==> src/rtl/axi_ad7124_pkg.sv <==
// Shared types and defaults for the AD7124 frame bank scheduler.
package axi_ad7124_pkg;

  typedef enum logic [1:0] {
    FREE  = 2'd0,
    FILL  = 2'd1,
    READY = 2'd2
  } bank_state_t;

  localparam int DEF_BANK_STRIDE  = 512;
  localparam int DEF_FILL_TIMEOUT = 1023;
  localparam int ADDR_W           = 13;
  localparam int SEQ_W            = 32;
  localparam int ECNT_W           = 16;

  function automatic logic [ECNT_W-1:0] sat_inc(input logic [ECNT_W-1:0] v);
    return (v == 16'hFFFF) ? v : v + 16'd1;
  endfunction

endpackage

==> src/rtl/axi_ad7124_frame_sched.sv <==
// Double-buffer scheduler: hands frame banks to a writer and presents finished
// frames to the host oldest-first, with timeout and drop accounting.
module axi_ad7124_frame_sched
  import axi_ad7124_pkg::*;
#(
  parameter int               BANK_STRIDE  = DEF_BANK_STRIDE,
  parameter int               FILL_TIMEOUT = DEF_FILL_TIMEOUT,
  parameter logic [SEQ_W-1:0] SEQ_RESET    = 32'd0
) (
  input  logic                clk,
  input  logic                rst,
  input  logic                wr_req,
  input  logic                wr_done,
  output logic                wr_grant,
  output logic                wr_drop,
  output logic [ADDR_W-1:0]   wr_base,
  input  logic                rd_ack,
  output logic                rd_ready,
  output logic [ADDR_W-1:0]   rd_base,
  output logic [SEQ_W-1:0]    rd_seq,
  input  logic                irq_en,
  output logic                irq,
  output logic [ECNT_W-1:0]   drop_cnt,
  output logic [ECNT_W-1:0]   tmo_cnt
);

  localparam int FC_W = $clog2(FILL_TIMEOUT + 1);

  bank_state_t       bank_r [0:1];
  bank_state_t       bank_s [0:1];
  logic [SEQ_W-1:0]  bank_seq_r [0:1];
  logic [SEQ_W-1:0]  bank_seq_s [0:1];
  logic [SEQ_W-1:0]  seq_r, seq_s;
  logic [FC_W-1:0]   fill_cnt_r, fill_cnt_s;
  logic              last_r, last_s;
  logic              oldest_r, oldest_s;
  logic              filling_s, fill_idx_s, restart_s, restart_idx_s;
  logic              grant_s, grant_idx_s, drop_s;
  logic              wr_grant_r, wr_drop_r, rd_ready_r, rd_ready_s, irq_r, irq_s;
  logic [ADDR_W-1:0] wr_base_r, wr_base_s, rd_base_r, rd_base_s;
  logic [SEQ_W-1:0]  rd_seq_r, rd_seq_s;
  logic [ECNT_W-1:0] drop_cnt_r, drop_cnt_s, tmo_cnt_r, tmo_cnt_s;

  function automatic logic [ADDR_W-1:0] bank_base(input logic idx);
    return idx ? ADDR_W'(BANK_STRIDE) : {ADDR_W{1'b0}};
  endfunction

  // Next-state: host ack, then writer completion/timeout, then writer request.
  always_comb begin
    bank_s[0]     = bank_r[0];
    bank_s[1]     = bank_r[1];
    bank_seq_s[0] = bank_seq_r[0];
    bank_seq_s[1] = bank_seq_r[1];
    seq_s         = seq_r;
    last_s        = last_r;
    fill_cnt_s    = fill_cnt_r;
    grant_s       = 1'b0;
    grant_idx_s   = 1'b0;
    drop_s        = 1'b0;
    wr_base_s     = wr_base_r;
    drop_cnt_s    = drop_cnt_r;
    tmo_cnt_s     = tmo_cnt_r;
    oldest_s      = oldest_r;
    rd_base_s     = {ADDR_W{1'b0}};
    rd_seq_s      = {SEQ_W{1'b0}};

    if (rd_ack && rd_ready_r) begin
      bank_s[oldest_r] = FREE;
    end else begin
      bank_s[oldest_r] = bank_r[oldest_r];
    end

    filling_s  = (bank_s[0] == FILL) || (bank_s[1] == FILL);
    fill_idx_s = (bank_s[1] == FILL);
    // Completion wins over a timeout landing on the same edge.
    if (filling_s && wr_done) begin
      bank_s[fill_idx_s] = READY;
    end else if (filling_s && (fill_cnt_r == FC_W'(FILL_TIMEOUT))) begin
      bank_s[fill_idx_s] = FREE;
      tmo_cnt_s          = sat_inc(tmo_cnt_r);
    end else begin
      tmo_cnt_s = tmo_cnt_r;
    end

    restart_s     = (bank_s[0] == FILL) || (bank_s[1] == FILL);
    restart_idx_s = (bank_s[1] == FILL);
    if (wr_req) begin
      if (restart_s) begin
        grant_s     = 1'b1;
        grant_idx_s = restart_idx_s;
        tmo_cnt_s   = sat_inc(tmo_cnt_s);
      end else if ((bank_s[0] == FREE) && (bank_s[1] == FREE)) begin
        grant_s     = 1'b1;
        grant_idx_s = ~last_r;
      end else if (bank_s[0] == FREE) begin
        grant_s     = 1'b1;
        grant_idx_s = 1'b0;
      end else if (bank_s[1] == FREE) begin
        grant_s     = 1'b1;
        grant_idx_s = 1'b1;
      end else begin
        drop_s     = 1'b1;
        drop_cnt_s = sat_inc(drop_cnt_r);
      end
    end else begin
      drop_s = 1'b0;
    end

    if (grant_s) begin
      bank_s[grant_idx_s]     = FILL;
      bank_seq_s[grant_idx_s] = seq_r;
      seq_s                   = seq_r + 32'd1;
      last_s                  = grant_idx_s;
      fill_cnt_s              = {FC_W{1'b0}};
      wr_base_s               = bank_base(grant_idx_s);
    end else if (restart_s) begin
      fill_cnt_s = fill_cnt_r + FC_W'(1);
    end else begin
      fill_cnt_s = {FC_W{1'b0}};
    end

    // Frames complete in sequence order, so the pointer only moves when its bank leaves READY.
    if (bank_s[oldest_r] == READY) begin
      oldest_s = oldest_r;
    end else if (bank_s[~oldest_r] == READY) begin
      oldest_s = ~oldest_r;
    end else begin
      oldest_s = oldest_r;
    end

    rd_ready_s = (bank_s[oldest_s] == READY);
    if (rd_ready_s) begin
      rd_base_s = bank_base(oldest_s);
      rd_seq_s  = bank_seq_s[oldest_s];
    end else begin
      rd_base_s = {ADDR_W{1'b0}};
      rd_seq_s  = {SEQ_W{1'b0}};
    end
    irq_s = rd_ready_s & irq_en;
  end

  // State and output registers.
  always_ff @(posedge clk) begin
    if (rst) begin
      bank_r[0]     <= FREE;
      bank_r[1]     <= FREE;
      bank_seq_r[0] <= {SEQ_W{1'b0}};
      bank_seq_r[1] <= {SEQ_W{1'b0}};
      seq_r         <= SEQ_RESET;
      fill_cnt_r    <= {FC_W{1'b0}};
      last_r        <= 1'b1;
      oldest_r      <= 1'b1;
      wr_grant_r    <= 1'b0;
      wr_drop_r     <= 1'b0;
      wr_base_r     <= {ADDR_W{1'b0}};
      rd_ready_r    <= 1'b0;
      rd_base_r     <= {ADDR_W{1'b0}};
      rd_seq_r      <= {SEQ_W{1'b0}};
      irq_r         <= 1'b0;
      drop_cnt_r    <= {ECNT_W{1'b0}};
      tmo_cnt_r     <= {ECNT_W{1'b0}};
    end else begin
      bank_r[0]     <= bank_s[0];
      bank_r[1]     <= bank_s[1];
      bank_seq_r[0] <= bank_seq_s[0];
      bank_seq_r[1] <= bank_seq_s[1];
      seq_r         <= seq_s;
      fill_cnt_r    <= fill_cnt_s;
      last_r        <= last_s;
      oldest_r      <= oldest_s;
      wr_grant_r    <= grant_s;
      wr_drop_r     <= drop_s;
      wr_base_r     <= wr_base_s;
      rd_ready_r    <= rd_ready_s;
      rd_base_r     <= rd_base_s;
      rd_seq_r      <= rd_seq_s;
      irq_r         <= irq_s;
      drop_cnt_r    <= drop_cnt_s;
      tmo_cnt_r     <= tmo_cnt_s;
    end
  end

  assign wr_grant = wr_grant_r;
  assign wr_drop  = wr_drop_r;
  assign wr_base  = wr_base_r;
  assign rd_ready = rd_ready_r;
  assign rd_base  = rd_base_r;
  assign rd_seq   = rd_seq_r;
  assign irq      = irq_r;
  assign drop_cnt = drop_cnt_r;
  assign tmo_cnt  = tmo_cnt_r;

endmodule

==> config.mk <==
export PLATFORM = sky130hd
export DESIGN_NAME = axi_ad7124_frame_sched
export DESIGN_NICKNAME = d
export VERILOG_FILES = /design/src/rtl/axi_ad7124_pkg.sv /design/src/rtl/axi_ad7124_frame_sched.sv
export SDC_FILE = /design/constraint.sdc
export NUM_CORES = 1
export LEC_CHECK = 0
export BUFFER_PORTS_ARGS = -buffer_cell sky130_fd_sc_hd__buf_2
export CELL_PAD_IN_SITES_DETAIL_PLACEMENT = 1
export CELL_PAD_IN_SITES_GLOBAL_PLACEMENT = 2
export CORE_ASPECT_RATIO = 0.6
export CORE_MARGIN = 2
export CORE_UTILIZATION = 36
export DETAILED_ROUTE_END_ITERATION = 8
export PLACE_DENSITY = 0.91
export SLEW_MARGIN = 5
export SYNTH_ARGS = -nofsm -noshare
export SYNTH_HDL_FRONTEND = slang
export SYNTH_SLANG_ARGS = --single-unit
==> constraint.sdc <==
create_clock -name clk -period 4.4 [get_ports clk]
set_clock_uncertainty 0.15 [all_clocks]
set_input_delay 0.22 -clock clk [delete_from_list [all_inputs] [get_ports clk]]
set_output_delay 0.22 -clock clk [all_outputs]
set_load 0.02 [all_outputs]
### Word level (Yosys, flattened, before mapping)

Memories as Yosys holds them, arrays and structs flattened. A register that Yosys moved wholly into a read port is not among the register bits.
Cells that the tools add are included.
W data, S select, Z words.

| storage, ports and cells | value |
|---|---|
| register bits after elaboration | 138 |
| memory bits (writable) | 68 |
| input bits | 6 |
| output and inout bits | 94 |
| word-level logic and storage cells | 138 |
| memories | 2 |

| operators by class | value |
|---|---|
| $add $sub $neg | 5 |
| $lt $le $gt $ge | 8 |
| equality and inequality tests | 11 |
| mux-type cells | 55 |
| bitwise logic cells | 29 |
| reduce and logical (&&, ||, !) cells | 15 |

Memory list:

| name | depth | width | read ports | clocked after Yosys merged registers in | write ports | line | text |
|---|---|---|---|---|---|---|---|
| bank_seq_r | 2 | 32 | 2 | 0 | 2 | axi_ad7124_frame_sched.sv:31 | `logic [SEQ_W-1:0] bank_seq_r [0:1];` |
| bank_r | 2 | 2 | 3 | 1 | 2 | axi_ad7124_frame_sched.sv:29 | `bank_state_t bank_r [0:1];` |

Operator list:

| cell | count |
|---|---|
| $mux W32 | 6 |
| $mux W16 | 6 |
| $bwmux W64 | 1 |
| $mux W64 | 1 |
| $add A16 B1 Y16 const B | 3 |
| $eq A16 B16 Y1 const B | 3 |
| $add A32 B1 Y32 const B | 1 |
| $demux W32 S1 | 1 |
| $mux W2 | 14 |
| $mux W10 | 2 |
| $mux W1 | 16 |
| $mux W4 | 4 |
| $add A10 B1 Y10 const B | 1 |
| $eq A10 B10 Y1 const B | 1 |
| $ge A2 B2 Y1 const B | 5 |
| $not A1 Y2 | 5 |
| $not A1 Y1 | 9 |
| $and A4 B4 Y4 | 2 |
| $eq A2 B1 Y1 const B | 4 |
| $not A4 Y4 | 2 |
| $logic_and A1 B1 Y1 | 7 |
| $demux W2 S1 | 3 |
| $eq A2 B2 Y1 const B | 3 |
| $lt A2 B1 Y1 const B | 3 |
| 12 further kinds | 20 |

### Logic depth before layout (Yosys ltp)

Gate-level depths: netlist of run 1.

| depth | value |
|---|---|
| depth after elaboration | 45 |
| gate-level depth with buffers | 14 |
| depth with buffers taken out | 12 |

### Worst setup path before layout of run 1

OpenSTA, ideal clock, no wires.

| path | value |
|---|---|
| path type | flip-flop to flip-flop |
| start point | register tmo_cnt_r[0] (netlist: tmo_cnt[0]) |
| end point | register tmo_cnt_r[10] (netlist: tmo_cnt[10]) |
| setup time | 0.128 ns |
| data arrival time | 2.943 ns |
| data required time | 4.122 ns |
| path slack | 1.179 ns |
| cell stages (with the launch flop) | 14 |
| path buffers | 1 |
| period minus slack after synthesis | 3.221 ns |
| cell sequence | dfxtp_1 -> ha_1 -> and3_1 -> buf_4 -> nand4_1 -> nor3_2 -> nor3_2 -> mux2_2 -> ha_1 -> and3_1 -> nand3_1 -> a311oi_1 -> xor2_1 -> nor2_1 |

| on the way | value |
|---|---|
| word-level cells in the longest chain between the ends | 8 |
| elaborated cells on any way between the ends | 10 |
| those cells by class | add/sub: 2; eq/ne: 2; mux: 6 |

RTL lines:

| what | line | text |
|---|---|---|
| start, declared | axi_ad7124_frame_sched.sv:42 | `logic [ECNT_W-1:0] drop_cnt_r, drop_cnt_s, tmo_cnt_r, tmo_cnt_s;` |
| start signal, assigned | axi_ad7124_frame_sched.sv:161 | `tmo_cnt_r <= {ECNT_W{1'b0}};` |
| start signal, assigned | axi_ad7124_frame_sched.sv:179 | `tmo_cnt_r <= tmo_cnt_s;` |
| $add A16 B1 Y16 or $eq A16 B16 Y1 (tied branches) | axi_ad7124_pkg.sv:17 | `return (v == 16'hFFFF) ? v : v + 16'd1;` |
| $mux W16 | axi_ad7124_pkg.sv:17 |  |
| $mux W16 | axi_ad7124_frame_sched.sv:78 | `end else if (filling_s && (fill_cnt_r == FC_W'(FILL_TIMEOUT))) begin` |
| $mux W16 (*) | axi_ad7124_frame_sched.sv:76 | `if (filling_s && wr_done) begin` |
| $add A16 B1 Y16 or $eq A16 B16 Y1 (tied branches) | axi_ad7124_pkg.sv:17 |  |
| $mux W16 | axi_ad7124_pkg.sv:17 |  |
| $mux W16 | axi_ad7124_frame_sched.sv:88 | `if (restart_s) begin` |
| $mux W16 (*) | axi_ad7124_frame_sched.sv:87 | `if (wr_req) begin` |

Mark *: on every way between the ends. The rest lies on a longest branch, timed or not.
A chain may end at the register's enable or synchronous reset.

### Worst setup path after layout of run 1

Ends and elaborated chain as after synthesis.

==> impl_metrics.toml, run 1 <==
[outcome]
status = "completed"

[synthesis]
synthTopCellsByArea = "dfxtp_1 (46%), mux2i_1 (7.9%), nor2_1 (6.7%), xor2_1 (4.1%), nand2_1 (2.8%)"
synth.distinct_cells = 69
ys_warn_count = 0
synth_area_per_cell_sq_um = 9.19
synth.top_cell.area_share = 0.465
synthArstFlopShare = 0
yosys.area.top_type = "dfxtp_1"
syn-cell-area_sq_mm = 0.00789
synthCells = 858
yosysSeqAreaShare = 0.465
synth_edf_count = 0
synth.most_common_cell = "dfxtp_1"
synth_common_cells = "dfxtp_1 (183), nor2_1 (141), mux2i_1 (62)"
dominantRegCellSynth = "dfxtp_1"
synth_seq_cells = 183

[finish]
nFillCells = 2491
antenna_cells = 0
final_util = 0.425
drive_above_1_share = 0.149
nets = 930
final_area_sq_mm = 0.00902
area_delta_synth_final_pct = 14.3

[die]
rows = 41
die_w_um = 195
die-area_sq_mm = 0.0231
start_util = 0.371
core_area_sq_mm = 0.0212
ioPinCount = 100
die_h_um = 119

[cts]
clock_insertion_delay_worst_skew_ns = 0.43
cts_tree = "built"
cts_resized = 0
cts_buffer_depth = 2
clockRootBuffer = "clkbuf_16"
cts_buffers = 17
clk_pin_slew_worst_paths_ns = 0.07
clock_sinks = 183
htreeDepth = 4

[worst_setup_path]
arrival_ns = 3.88
cp-end-kind = "flip-flop"
crit_fanout = 9
cp-start-kind = "flip-flop"
reg2reg_depth = 12
worstPathRequired_ns = 4.53
crit_type = "reg -> reg"

[detailed_routing]
avgViaCountPerCell = 5.17
wl_met2_um = 8340
dr_wl_met3_um = 725
drt_pass1_iterations = 4
wl_per_cell_um = 16.8
drt_drc_violations_left = 0
ant_nets = 0
vias = 6252
drt_iter0_markers = 366
routedLengthMet1_um = 11100
highest_layer = "met4"
wl_um = 20300

[grt]
antenna_found_initial = 0
grt_pass1_vias = 6138
grt_overflow = 0
track_usage = 0.179
grt_first_pass_wirelength_um = 33200
grt_max_degree = 90

[timing]
rsz0062_at_grt = "no"
finalHoldViolations = 0
final_max_slew_viol_count = 0
min_period_ns = 3.75
finalSetupTns_ns = 0
worst_slack_ns = 0.649
finalCritPeriodShare = 0.853
fmax_mhz = 267
slew_headroom = 0.355
finalSetupViolCount = 0
worstMarginPinSlew_ns = 0.968

[power_and_ir_drop]
power_density_mw_per_mm2 = 470
p_leak_nw = 3.60
peakVddDrop_v = 0.000337

[placed_design]
hpwlAfterDp_um = 13800
pre_cts_ws_ns = 0.757
io_buffers = 75
dpl-instance-area_sq_mm = 0.00840
gp_congestion = 0.859

[flow_run]
drv_cap = 0

[worst_hold_path]
min_path_type = "in -> reg"
whs_path_depth = 2
[logic make-up after synthesis]
family / Yosys count / share of synthesized area
fa+ha+maj: 6 / 0.00920
xor+xnor: 59 / 0.0655
flops: 183 / 0.465
other cells: 1 / 0.000476
buf+inv: 77 / 0.0522
simple gates: 345 / 0.219
compound gates: 121 / 0.105
mux: 66 / 0.0844
[cell usage in the layout (no fill, tap or decap), types with 3 or more instances in the layout]
master / n
nor2b_1: 6
nand4_1: 18
dfxtp_1: 183
a311oi_1: 5
and2_1: 5
clkbuf_16: 17
mux2i_1: 62
nand2_1: 58
or3_1: 12
clkinv_2: 3
buf_4: 10
nor3_1: 12
nand3_1: 30
ha_1: 5
nor2_1: 141
inv_1: 11
o22ai_1: 31
buf_2: 74
clkbuf_8: 4
nand2b_1: 7
o21ai_0: 13
xnor2_1: 22
a31oi_1: 15
a21oi_1: 28
and4_1: 11
and3_1: 15
nand3b_1: 4
mux2_2: 4
xor2_1: 37
bufinv_16: 3
nor3_2: 3
nor4b_1: 3
conb_1: 24
[where the power goes]
| part | total (W) | internal, W | switching (W) |
|---|---|---|---|
| Combinational | 0.000896 | 0.000294 | 0.000601 |
| Clock | 0.00158 | 0.000946 | 0.000634 |
| Sequential | 0.00176 | 0.00171 | 0.0000496 |
| Total | 0.00424 | 0.00296 | 0.00129 |
[state kept, by name (all words and copies together), names as in the netlist, named ones only]
register,cells
bank_seq_r,64
rd_seq,32
seq_r,32
drop_cnt,16
tmo_cnt,16
fill_cnt_r,10
bank_r,4
irq,1
last_r,1
oldest_r,1
rd_base,1
rd_ready,1
wr_base,1
wr_drop,1
wr_grant,1
[worst max-delay path, stage by stage (launching register included)]
cell and delay [ns]:
dfxtp_1 0.45, ha_1 0.30, and3_1 0.30, nand4_1 0.19, nor3_2 0.44, nor3_2 0.19
xor2_1 0.28, ha_1 0.24, and3_1 0.20, nand3_1 0.25, a311oi_1 0.38, xor2_1 0.17
nor2_1 0.05
[repair_timing]
item / in CTS / in global routing
hold endpoints to repair: 1 / 0
setup buffers: 0 / 0
hold buffers: 1 / 0
[final timing paths]
check | slack, ns | end | from
worst max-delay path | 0.65 | tmo_cnt[10] | tmo_cnt[0]
worst min-delay path | 0.06 | wr_drop | wr_req
worst min register to register | 0.31 | bank_seq_r[0][31] | bank_seq_r[0][31]
worst max register to register | 0.65 | tmo_cnt[10] | tmo_cnt[0]
[area by class of cell]
cell class              count  area (sq um)  share of cell area
clock inverters             8           121              0.0135
repair buffers             85           455              0.0505
clock buffers              22           484              0.0537
inverters                  11          41.3             0.00458
well taps                 279           349              0.0387
multi-input cells         621          3900               0.433
flip-flops and latches    183          3660               0.406
[through the flow]
step	hold slack (ns)	power, W	std cells
2_1_floorplan	0.150	0.00245	881
3_3_place_gp	0.274	0.00268	1178
3_5_place_dp	0.279	0.00269	1178
4_1_cts	0.0475	0.00428	1209
5_1_grt	0.0496	0.00442	1209
6_report	0.0580	0.00424	1209
[metal layers]
| metal | global-route usage | vias up |
|---|---|---|
| li1 | - | 3072 |
| met1 | 0.271 | 3074 |
| met2 | 0.255 | 92 |
| met3 | 0.0362 | 14 |
| met4 | 0.0487 | 0 |
| met5 | 0 | - |
(Power assumes the default switching activity.)
==> inputs of run 2 (changes only) <==
--- a/config.mk
+++ b/config.mk
@@ -8,11 +8,11 @@
 export BUFFER_PORTS_ARGS = -buffer_cell sky130_fd_sc_hd__buf_2
 export CELL_PAD_IN_SITES_DETAIL_PLACEMENT = 1
 export CELL_PAD_IN_SITES_GLOBAL_PLACEMENT = 2
-export CORE_ASPECT_RATIO = 0.6
+export CORE_ASPECT_RATIO = 0.8
 export CORE_MARGIN = 2
-export CORE_UTILIZATION = 36
+export CORE_UTILIZATION = 38
 export DETAILED_ROUTE_END_ITERATION = 8
-export PLACE_DENSITY = 0.91
+export PLACE_DENSITY = 0.94
 export SLEW_MARGIN = 5
 export SYNTH_ARGS = -nofsm -noshare
 export SYNTH_HDL_FRONTEND = slang
==> constraint.sdc (replaced) <==
create_clock -name clk -period 4.75 [get_ports clk]
set_clock_uncertainty 0.15 [all_clocks]
set_input_delay 0.2375 -clock clk [delete_from_list [all_inputs] [get_ports clk]]
set_output_delay 0.2375 -clock clk [all_outputs]
set_load 0.02 [all_outputs]
==> impl_metrics.toml, run 2 (same netlist as run 1, synthesis figures left out) <==
[outcome]
status = "completed"

[die]
ioPinCount = 100
rows = 47
die_w_um = 165
die_h_um = 133
die-area_sq_mm = 0.0219
start_util = 0.384
core_area_sq_mm = 0.0205

[cts]
clockRootBuffer = "clkbuf_16"
clock_sinks = 183
clk_pin_slew_worst_paths_ns = 0.08
htreeDepth = 4
cts_buffer_depth = 2
clock_insertion_delay_worst_skew_ns = 0.44
cts_tree = "built"
cts_resized = 0
cts_buffers = 17

[grt]
grt_pass1_vias = 6133
grt_first_pass_wirelength_um = 31700
track_usage = 0.179
grt_max_degree = 91
grt_overflow = 0
antenna_found_initial = 0

[power_and_ir_drop]
p_leak_nw = 3.57
peakVddDrop_v = 0.000249
power_density_mw_per_mm2 = 429
p_total_w = 0.00385

[worst_setup_path]
cp-start-kind = "flip-flop"
arrival_ns = 3.90
worstPathRequired_ns = 4.91
reg2reg_depth = 12
crit_fanout = 9
r2r_slack_ns = 1.01
cp-end-kind = "flip-flop"
crit_type = "reg -> reg"
reg2reg_to = "tmo_cnt[10]"
crit_end = "tmo_cnt[10]"
startpoint = "tmo_cnt[0]"
timing.rr.start = "tmo_cnt[0]"

[finish]
most-common-layout-cells = "dfxtp_1 (183), nor2_1 (141), buf_2 (74), mux2i_1 (62), nand2_1 (58)"
final_area_sq_mm = 0.00897
nFillCells = 2377
final_util = 0.437
nets = 927
top_register = "bank_seq_r"
area_delta_synth_final_pct = 13.8
drive_above_1_share = 0.149
antenna_cells = 0
layout_commonest_cell = "dfxtp_1"
largest_register_ff_count = 64

[detailed_routing]
drt_iter0_markers = 331
ant_nets = 0
avgViaCountPerCell = 5.20
wl_um = 19000
wl_per_cell_um = 15.9
drt_pass1_iterations = 5
vias = 6221
drt_drc_violations_left = 0

[worst_hold_path]
whs_path_depth = 2
min_path_type = "in -> reg"

[timing]
fmax_mhz = 267
min_period_ns = 3.74
finalCritPeriodShare = 0.787
final_max_slew_viol_count = 0
finalSetupViolCount = 0
finalSetupTns_ns = 0
rsz0062_at_grt = "no"
finalHoldViolations = 0
worstMarginPinSlew_ns = 0.909
slew_headroom = 0.394

[placed_design]
dpl-instance-area_sq_mm = 0.00837
gp_congestion = 0.844
hpwlAfterDp_um = 12800
io_buffers = 75

[flow_run]
drv_cap = 0
-- run 2: how the worst min path moves through the flow --
stage,start,slack (ns),to
after CTS,wr_req,0.03,wr_drop
after detailed placement,irq_en,0.30,irq
after global placement,irq_en,0.29,irq
final,wr_req,0.05,wr_drop
after floorplan,rst,0.17,bank_r[1][1]
after global routing,wr_req,0.05,wr_drop
-- run 2: per-stage QoR --
step           cells  hold WS (ns)  setup slack (ns)
2_1_floorplan    881         0.168              1.53
3_3_place_gp    1165         0.289              1.21
3_5_place_dp    1165         0.298              1.03
4_1_cts         1197        0.0318              1.02
5_1_grt         1197        0.0491             0.626
6_report        1197        0.0547              1.01
-- run 2: area by class of cell --
cell class,count,area [sq um],share of cell area
Clock buffer,18,439,0.0489
Multi-Input combinational cell,621,3900,0.435
Clock inverter,13,158,0.0176
Timing Repair Buffer,82,433,0.0482
Inverter,11,41.3,0.00460
Tap cell,269,337,0.0375
Sequential cell,183,3660,0.408
-- run 2: report_power, final --
part | total [W] | switching, W | internal, W
logic | 0.000792 | 0.000532 | 0.000260
registers | 0.00163 | 0.0000456 | 0.00159
clock network | 0.00143 | 0.000664 | 0.000762
-- run 2: what timing repair did --
action / CTS / global route
setup buffers: 0 / 0
hold endpoints to repair: 1 / 0
hold buffers: 1 / 0
-- run 2: layer usage --
| layer | part of all wire | global-route usage | routed length, um |
|---|---|---|---|
| met5 | 0 | 0 | 0 |
| met4 | 0.0080 | 0.0444 | 153 |
| met3 | 0.035 | 0.0361 | 675 |
| met2 | 0.45 | 0.275 | 8500 |
| met1 | 0.51 | 0.258 | 9720 |
-- run 2: critical path: stages (launching register included) --
cell      delay, ns
dfxtp_1        0.46
ha_1           0.32
and3_1         0.35
nand4_1        0.19
nor3_2         0.41
nor3_2         0.18
xor2_1         0.25
ha_1           0.25
and3_1         0.20
nand3_1        0.23
a311oi_1       0.38
xor2_1         0.18
nor2_1         0.05
==> inputs of run 3 (changes only) <==
--- a/config.mk
+++ b/config.mk
@@ -10,9 +10,9 @@
 export CELL_PAD_IN_SITES_GLOBAL_PLACEMENT = 2
 export CORE_ASPECT_RATIO = 0.8
 export CORE_MARGIN = 2
-export CORE_UTILIZATION = 38
+export CORE_UTILIZATION = 36
 export DETAILED_ROUTE_END_ITERATION = 8
-export PLACE_DENSITY = 0.94
+export PLACE_DENSITY = 0.91
 export SLEW_MARGIN = 5
 export SYNTH_ARGS = -nofsm -noshare
 export SYNTH_HDL_FRONTEND = slang
==> constraint.sdc (replaced) <==
create_clock -name clk -period 3.6 [get_ports clk]
set_clock_uncertainty 0.15 [all_clocks]
set_input_delay 0.18 -clock clk [delete_from_list [all_inputs] [get_ports clk]]
set_output_delay 0.18 -clock clk [all_outputs]
set_load 0.02 [all_outputs]
==> impl_metrics.toml, run 3 (same netlist as run 1, synthesis figures left out) <==
[die]
start_util = 0.366
ioPinCount = 100
rows = 48
core_area_sq_mm = 0.0216
die_w_um = 169
die-area_sq_mm = 0.0231
die_h_um = 136

[flow_run]
drv_cap = 0

[power_and_ir_drop]
pwr-share-seq = 0.416
p_leak_nw = 3.68
switching_power_w = 0.00175
comb_power_share = 0.208
p_sw_frac = 0.338
p_clk_frac = 0.376
power_density_mw_per_mm2 = 565
peakVddDrop_v = 0.000323
p_int_w = 0.00343

[timing]
worstMarginPinSlew_ns = 0.793
fmax_mhz = 296
finalSetupViolCount = 0
worst_slack_ns = 0.221
finalHoldViolations = 0
min_period_ns = 3.38
final_max_slew_viol_count = 0
finalCritPeriodShare = 0.939
slew_headroom = 0.472
timing.hold.ws_ns = 0.112

[placed_design]
gp_congestion = 0.856
hpwlAfterDp_um = 13000
dpl-instance-area_sq_mm = 0.00848
placed_cells = 1183
io_buffers = 75
pre_cts_ws_ns = 0.175

[grt]
grt_max_degree = 79
grt_overflow = 0
grt_first_pass_wirelength_um = 31800
grt_pass1_vias = 6111
track_usage = 0.172
antenna_found_initial = 0

[finish]
final_util = 0.425
most-common-layout-cells = "dfxtp_1 (182), nor2_1 (141), buf_2 (74), mux2i_1 (62), nand2_1 (58)"
layout_commonest_cell = "dfxtp_1"
top_register = "bank_seq_r"
antenna_cells = 0
area_delta_synth_final_pct = 16.1
drive_above_1_share = 0.165
fin_cells = 1218
final_area_sq_mm = 0.00916
nets = 941
largest_register_ff_count = 64

[cts]
clock_sinks = 183
clk_pin_slew_worst_paths_ns = 0.08
cts_buffer_depth = 2
cts_tree = "built"
clock_insertion_delay_worst_skew_ns = 0.45
cts_buffers = 17
htreeDepth = 4
clockRootBuffer = "clkbuf_16"

[worst_hold_path]
whs_path_depth = 2
hold_path_end = "drop_cnt[3]"
min_path_type = "in -> reg"
hp-start = "rst"

[worst_setup_path]
reg2reg_depth = 12
arrival_ns = 3.60
crit_fanout = 10
r2r_slack_ns = 0.22
cp-start-kind = "flip-flop"
crit_type = "reg -> reg"
worstPathRequired_ns = 3.82
reg2reg_to = "tmo_cnt[14]"
cp-end-kind = "flip-flop"

[detailed_routing]
ant_nets = 0
drt_pass1_iterations = 4
drt_drc_violations_left = 0
wl_per_cell_um = 15.9
wl_um = 19400
drt_iter0_markers = 331
avgViaCountPerCell = 5.11
vias = 6226

[outcome]
status = "completed"
run 3: cell count changes in the layout (fill, tap and decap cells not counted), sizes merged:
| cell | before | now |
|---|---|---|
| buf | 81 | 94 |
| bufinv | 1 | 0 |
| clkbuf | 18 | 17 |
| clkinv | 4 | 6 |
| clkinvlp | 2 | 0 |
| dlygate4sd3 | 1 | 2 |
| inv | 17 | 20 |
run 3: critical path, cell delays in order (launching register included):
cell,delay (ns)
dfxtp_1,0.38
a21oi_1,0.21
nand3_1,0.23
a21oi_4,0.30
a21oi_4,0.11
nor3_2,0.34
mux2_2,0.39
ha_1,0.24
and3_1,0.20
nand3_1,0.23
inv_1,0.13
and4b_1,0.22
nor3_1,0.17
run 3: area by class of cell:
type	instances	area, sq um
Fill cell	2524	12400
Multi-Input combinational cell	621	3920
Sequential cell	183	3660
Clock inverter	15	208
Timing Repair Buffer	96	553
Tap cell	275	344
Inverter	11	41.3
Clock buffer	17	425
run 3: stage by stage:
stage	TNS, ns	total power, W
floorplan	0	0.00299
global placement	0	0.00326
detailed placement	0	0.00328
CTS	0	0.00525
global route	-0.0302	0.00541
finish	0	0.00518
run 3: per-layer routing:
metal | GRT usage | share of wire | wire length, um | vias to the layer above
met5 | 0 | 0 | 0 | -
met3 | 0.0364 | 0.037 | 709 | 17
li1 | - | - | - | 3114
met1 | 0.245 | 0.51 | 9880 | 2999
met4 | 0.0484 | 0.011 | 210 | 0
met2 | 0.263 | 0.44 | 8580 | 96
run 3: worst max-delay path by stage:
stage	start	to	cells after the start
final	flip-flop	tmo_cnt[14]	12
after global routing	tmo_cnt[0]	tmo_cnt[9]	12
after CTS	tmo_cnt[0]	tmo_cnt[10]	12
after detailed placement	tmo_cnt[0]	tmo_cnt[10]	12
after global placement	tmo_cnt[0]	tmo_cnt[10]	12
after floorplan	tmo_cnt[0]	tmo_cnt[10]	13
run 3: timing repair:
action,in CTS,in global routing
hold buffers,2,0
gates resized for setup,0,7
endpoints found under the setup margin,0,15
buffers inserted,0,1
hold endpoints to repair,2,0
run 3: power by group through the flow:
stage	Sequential (W)	Combinational (W)	Clock [W]
final	0.00215	0.00108	0.00194
after global routing	0.00216	0.00116	0.00209
after CTS	0.00215	0.00108	0.00201
after detailed placement	0.00220	0.00107	0
after global placement	0.00220	0.00106	0
after floorplan	0.00222	0.000765	0
